**config.mk**
```make
export PLATFORM = sky130hd
export DESIGN_NAME = instruction_fetch_unit
export DESIGN_NICKNAME = d
export VERILOG_FILES = /design/src/rtl/instruction_fetch_unit.sv
export SDC_FILE = /design/constraint.sdc
export NUM_CORES = 1
export LEC_CHECK = 0
export ABC_AREA = 1
export CORE_MARGIN = 5
export CORE_UTILIZATION = 30
export DETAILED_ROUTE_END_ITERATION = 7
export DONT_BUFFER_PORTS = 1
export HOLD_SLACK_MARGIN = 0.1
export PLACE_DENSITY = 0.44
export SYNTH_ARGS = -nofsm -noshare
export SYNTH_HDL_FRONTEND = slang
export SYNTH_SLANG_ARGS = --single-unit
```
**constraint.sdc**
```tcl
create_clock -name clk_i -period 4.7 [get_ports clk_i]
set_input_delay 0.705 -clock clk_i [delete_from_list [all_inputs] [get_ports clk_i]]
set_output_delay 0.705 -clock clk_i [all_outputs]
set_load 0.005 [all_outputs]
```
**src/rtl/instruction_fetch_unit.sv**
```systemverilog
// IF stage: owns the PC, drives a 1-cycle-latency instruction memory and loads IF/ID,
// with a one-entry skid buffer for stalls. `define FETCH_PERF_CNT_EN to add stall/flush counters.
module instruction_fetch_unit #(
    parameter int unsigned              XLEN        = 32,
    parameter int unsigned              INSTR_WIDTH = 32,
    parameter logic [XLEN-1:0]          RESET_PC    = 32'h0000_0000,
    parameter logic [INSTR_WIDTH-1:0]   NOP_INSTR   = 32'h0000_0013
) (
    input  logic                    clk_i,
    input  logic                    rst_i,
    input  logic                    stall_i,
    input  logic                    flush_i,
    input  logic [XLEN-1:0]         branch_target_i,
    output logic [XLEN-1:0]         imem_addr_o,
    output logic                    imem_rd_en_o,
    input  logic [INSTR_WIDTH-1:0]  imem_rdata_i,
    output logic [XLEN-1:0]         pc_ID_o,
    output logic [XLEN-1:0]         pc_plus4_ID_o,
    output logic [INSTR_WIDTH-1:0]  instr_ID_o,
    output logic                    valid_ID_o
`ifdef FETCH_PERF_CNT_EN
    ,
    output logic [31:0]             stall_cnt_o,
    output logic [31:0]             flush_cnt_o
`endif
);

    logic [XLEN-1:0]        r_pc_issue;
    logic                   r_rsp_valid;
    logic [XLEN-1:0]        r_rsp_pc;
    logic                   r_hold_valid;
    logic [INSTR_WIDTH-1:0] r_hold_instr;
    logic [XLEN-1:0]        r_hold_pc;
    logic [XLEN-1:0]        r_pc_id;
    logic [INSTR_WIDTH-1:0] r_instr_id;
    logic                   r_valid_id;

    logic [XLEN-1:0]        w_addr;
    logic                   w_issue;
    logic                   w_cand_valid;
    logic [INSTR_WIDTH-1:0] w_cand_instr;
    logic [XLEN-1:0]        w_cand_pc;

    // A redirect is word-aligned: the low two target bits are dropped.
    assign w_addr       = flush_i ? {branch_target_i[XLEN-1:2], 2'b00} : r_pc_issue;
    assign w_issue      = !rst_i && (flush_i || !stall_i);
    assign imem_addr_o  = w_addr;
    assign imem_rd_en_o = w_issue;

    // The skid buffer outranks the memory port: it holds the older instruction.
    always_comb begin
        w_cand_valid = 1'b0;
        w_cand_instr = NOP_INSTR;
        w_cand_pc    = r_pc_id;
        if (r_hold_valid) begin
            w_cand_valid = 1'b1;
            w_cand_instr = r_hold_instr;
            w_cand_pc    = r_hold_pc;
        end else if (r_rsp_valid) begin
            w_cand_valid = 1'b1;
            w_cand_instr = imem_rdata_i;
            w_cand_pc    = r_rsp_pc;
        end
    end

    // NOTE: all state updates use non-blocking assignments so every register samples pre-edge values.
    always_ff @(posedge clk_i) begin
        if (rst_i) begin
            r_pc_issue   <= RESET_PC;
            r_rsp_valid  <= 1'b0;
            r_rsp_pc     <= '0;
            r_hold_valid <= 1'b0;
            r_hold_instr <= NOP_INSTR;
            r_hold_pc    <= '0;
            r_pc_id      <= '0;
            r_instr_id   <= NOP_INSTR;
            r_valid_id   <= 1'b0;
        end else begin
            if (w_issue) begin
                r_rsp_valid <= 1'b1;
                r_rsp_pc    <= w_addr;
                r_pc_issue  <= w_addr + XLEN'(4);
            end else begin
                r_rsp_valid <= 1'b0;
            end

            if (flush_i) begin
                r_valid_id   <= 1'b0;
                r_instr_id   <= NOP_INSTR;
                r_hold_valid <= 1'b0;
            end else if (stall_i) begin
                if (r_rsp_valid && !r_hold_valid) begin
                    r_hold_valid <= 1'b1;
                    r_hold_instr <= imem_rdata_i;
                    r_hold_pc    <= r_rsp_pc;
                end
            end else begin
                r_hold_valid <= 1'b0;
                r_valid_id   <= w_cand_valid;
                r_instr_id   <= w_cand_instr;
                r_pc_id      <= w_cand_pc;
            end
        end
    end

    assign pc_ID_o       = r_pc_id;
    assign pc_plus4_ID_o = r_pc_id + XLEN'(4);
    assign instr_ID_o    = r_instr_id;
    assign valid_ID_o    = r_valid_id;

`ifdef FETCH_PERF_CNT_EN
    logic [31:0] r_stall_cnt;
    logic [31:0] r_flush_cnt;

    // Saturating event counters; a flush cycle is never counted as a stall.
    always_ff @(posedge clk_i) begin
        if (rst_i) begin
            r_stall_cnt <= '0;
            r_flush_cnt <= '0;
        end else begin
            if (stall_i && !flush_i && (r_stall_cnt != 32'hFFFF_FFFF))
                r_stall_cnt <= r_stall_cnt + 32'd1;
            if (flush_i && (r_flush_cnt != 32'hFFFF_FFFF))
                r_flush_cnt <= r_flush_cnt + 32'd1;
        end
    end

    assign stall_cnt_o = r_stall_cnt;
    assign flush_cnt_o = r_flush_cnt;
`endif

endmodule

```
### Yosys cells after proc, flatten, opt, wreduce, memory -nomap -nowiden

Index checks and enable logic that the tools add are counted.

* flip-flop bits (word level): 195
* logic and storage cells: 32

* add/subtract/negate cells: 2
* multiplexer cells: 8
* bitwise operators: 2
* reduce and logical (&&, ||, !) cells: 11

Operators by type and width (number)
* $mux W32: 5
* $add A32 B3 Y32 const B: 2
* $reduce_and A3 Y1: 2
* $logic_not A1 Y1: 3
* $mux W1: 3
* $reduce_or A3 Y1: 1
* $logic_and A1 B1 Y1: 2
* $not A1 Y1: 2
* $reduce_bool A2 Y1: 1
* $reduce_or A2 Y1: 1
* $logic_or A1 B1 Y1: 1

### Depth between registers and ports, before layout

* depth in word-level cells: 4
* gate-level depth with buffers: 12
* gate-level depth less buffers: 12

### Worst setup path before layout

No wires, ideal clock.

* kind: in2reg
* start point: in flush_i
* end point: reg r_pc_issue[22]
* arrival time: 2.198 ns
* path slack: 2.388 ns
* cell stages on the path: 11
* buffers on the path: 2
* path through: buf_6 buf_6 o21ai_0 ha_1 nand2_2 nor2_2 nand2_2 nor2_4 nand3_1 nand3_1 nand2_1

* word-level cells in the longest chain between the ends: 2

RTL lines
* start: declaration: RTL line 12 `input logic flush_i,`
* $mux W32: RTL line 45 `assign w_addr = flush_i ? {branch_target_i[XLEN-1:2], 2'b00} : r_pc_issue;`
* named net imem_addr_o[2]: RTL line 14 `output logic [XLEN-1:0] imem_addr_o,`
* $add A32 B3 Y32: RTL line 82 `r_pc_issue <= w_addr + XLEN'(4);`
* end signal: assignment: RTL line 82
* end: declaration: RTL line 28 `logic [XLEN-1:0] r_pc_issue;`

The timed path passes the listed nets, and every way through them passes these cells.
A chain may end at the register's enable or synchronous reset.

### Worst setup path in the final report

* start point: reg r_pc_id[3], in the netlist pc_ID_o[3]
* end point: out pc_plus4_ID_o[22]

* word-level cells in the longest chain between the ends: 1

RTL lines
* start: declaration: RTL line 34 `logic [XLEN-1:0] r_pc_id;`
* start signal: assignment: RTL line 101 `r_pc_id <= w_cand_pc;`
* $add A32 B3 Y32: RTL line 107 `assign pc_plus4_ID_o = r_pc_id + XLEN'(4);`
* end: declaration: RTL line 18 `output logic [XLEN-1:0] pc_plus4_ID_o,`

Every way passes these cells.

==> run metrics <==
Pleak=0.003793 uW; crit end category=primary output; Hold Path Depth=1; Slew HR=0.2728; DP Cell Count=1,610; most common library cells after synthesis=nand2_1 (273), dfxtp_1 (193), nor2_1 (125); Final setup viols=0; Port Buf Inserts=0; Synth top area share=0.4226; syn_area_per_cell=7.165 um^2; final hold violations=0; final hold slack=0.3341 ns; Final Critical Period=2.973 ns; max-slew violations=0; WP data required=3.99 ns; die footprint=0.03407 mm^2; via count=8,126; Remaining DRCs=0; synth top area cells=dfxtp_1 (42%), nand2_1 (11%), a21oi_1 (6.1%), o21ai_0 (5.3%), nor2_1 (5.1%); Synth Register Bits=193; P&R area growth vs syn=9.197%; share of cells above drive strength 1=0.08989; FMAX=336.3 MHz; post-synth cell types=37; DR WL/cell=17.61 um; status=finished clean; Syn Nets=1,346; post-DR vias/cell=4.946; largest net degree at the start of global routing=57; Setup Fix Bufs, Post-CTS=0; TritonCTS clock tree=built; WL final=28,930 um; starting DRC count in detailed routing=509; Async SR Flop Fraction=0; GPL Wtd Cong=0.8931; Post-CTS Resized=0; gate count of the mapped netlist=1,276; Root Buffer=clkbuf_16; Synth area leader=dfxtp_1; Final Skew=0.01388 ns; Post-synth EDFFs=0; pwr dens=364.3 mW/mm^2; placed inst area=0.009366 mm^2; TritonCTS Buffers=17; startpoint types=flop; FF-to-FF path depth=7; ratio of final minimum period to clock period=0.6326; Setup Total Neg Slack=0 ns; first-pass GRT wire length=45,040 um; MaxCap Viol Count=0; vias in the first global route=7,691; Primary FF master, synth=dfxtp_1; dpl hpwl=20,320 um; critical path type=flop to primary output; Initial Util=0.3012; Seq/Total Area, Yosys=0.4226; Final Net Count=1,303; synth warn=0; Clock Tree Buf Depth=2; core area=0.03035 mm^2; worst-skew pair later-pin latency=0.43 ns; clock slew at reported path FFs=0.07 ns; CP max FO=4; maximum vdd drop=234.9 uV; post-route ant nets=0; hold buffer count at cts=0; Sink Count=193; gr ovfl total=0; Netlist Area Pre-Place=0.009143 mm^2; worst-margin pin slew=1.090 ns; Die H=184.6 um; Die X=184.6 um; H-tree depth=4; 1st-pass router iterations=7; io pins=198; design area=0.009983 mm^2; initial antenna violation count=1; non-filler instance count after layout=1,643; HP Class=input port to flop; Global Route Usage Sum=0.1667; Arr. time, crit path=2.27 ns; most frequent cell after synthesis=nand2_1; FP Rows=64; unrepaired setup endpoints after global routing=false
==> worst max-delay path: stages (launching register included) <==
cell	delay, ns
dfxtp_1	0.38
ha_1	0.20
nand2_1	0.09
nor3_2	0.28
nand2_1	0.09
nor2_1	0.25
nand3_1	0.17
nor2_1	0.17
xor2_1	0.21
==> layout by cell type (no fill, tap or decap), types with 3 or more instances in the layout <==
cell type   Yosys  routed
nand2_1       273     272
dfxtp_1       193     192
nor2_1        125     125
inv_1         116     116
a21oi_1       112     112
o21ai_0        97      97
nand3_1        63      63
a211oi_1       52      52
nand2_2        31      32
xor2_1         28      28
o22ai_1        25      25
nand4_1        18      18
clkbuf_16       0      17
nor2_2         15      15
nor3_1         12      12
buf_4           3      11
nor2_4          8       8
nand2_4         6       6
inv_2           5       5
clkinvlp_4      0       5
o221ai_1        4       4
bufinv_16       0       3
==> worst paths after layout <==
kind | from | endpoint | slack, ns
hold reg to reg | r_pc_issue[22] | r_pc_issue[22] | 0.45
hold / removal | rst_i | r_hold_instr[30] | 0.33
setup reg to reg | r_hold_valid | pc_ID_o[28] | 2.04
setup / recovery | pc_ID_o[3] | pc_plus4_ID_o[22] | 1.73
==> where the power goes <==
| group | switching, uW | leakage, uW | internal, uW |
|---|---|---|---|
| logic | 244 | 0.00193 | 97.4 |
| registers | 49.9 | 0.00158 | 1710 |
| clock network | 663 | 0.000282 | 871 |
==> per-layer routing <==
metal  vias to the layer above  global-route usage  wire, um
met4                         0             0.03372       244
met1                      3814              0.2328     13770
li1                       4124                   -         -
met5                         -                   0         0
met2                       171              0.2604     13080
met3                        17             0.04460      1842
==> final cells by class <==
| class | count | area, um^2 |
|---|---|---|
| antenna | 1 | 2.502 |
| timing repair buffer | 12 | 102.6 |
| clock buffer | 21 | 460.4 |
| fill | 3296 | 20370 |
| multi-input combinational | 887 | 4446 |
| inverter | 122 | 457.9 |
| clock inverter | 11 | 153.9 |
| sequential | 193 | 3865 |
| tap | 396 | 495.5 |
==> state kept, by name, indices dropped and copies added (netlist names) <==
| name | flops |
|---|---|
| instr_ID_o | 32 |
| pc_ID_o | 32 |
| r_hold_instr | 32 |
| r_hold_pc | 32 |
| r_hold_valid | 1 |
| r_pc_issue | 32 |
| r_rsp_pc | 30 |
| r_rsp_valid | 1 |
| valid_ID_o | 1 |
==> cell families after synthesis <==
group / share of synthesized area
buffers and inverters: 0.09142
AOI/OAI and AO/OA: 0.1867
DFF: 0.4226
xor gates and xnor gates: 0.02682
adders and majority gates: 0.002737
and+or+nand+nor: 0.2697
==> metrics by stage <==
step,setup WS [ns],utilization,power (uW)
after floorplan,2.388,-,2058
after global placement,1.702,0.3086,2144
after detailed placement,1.704,0.3086,2146
after CTS,1.687,0.3289,3682
after global routing,1.564,0.3290,3801
final,1.727,0.3290,3637
No activity file was read; power rests on OpenSTA's default activity.
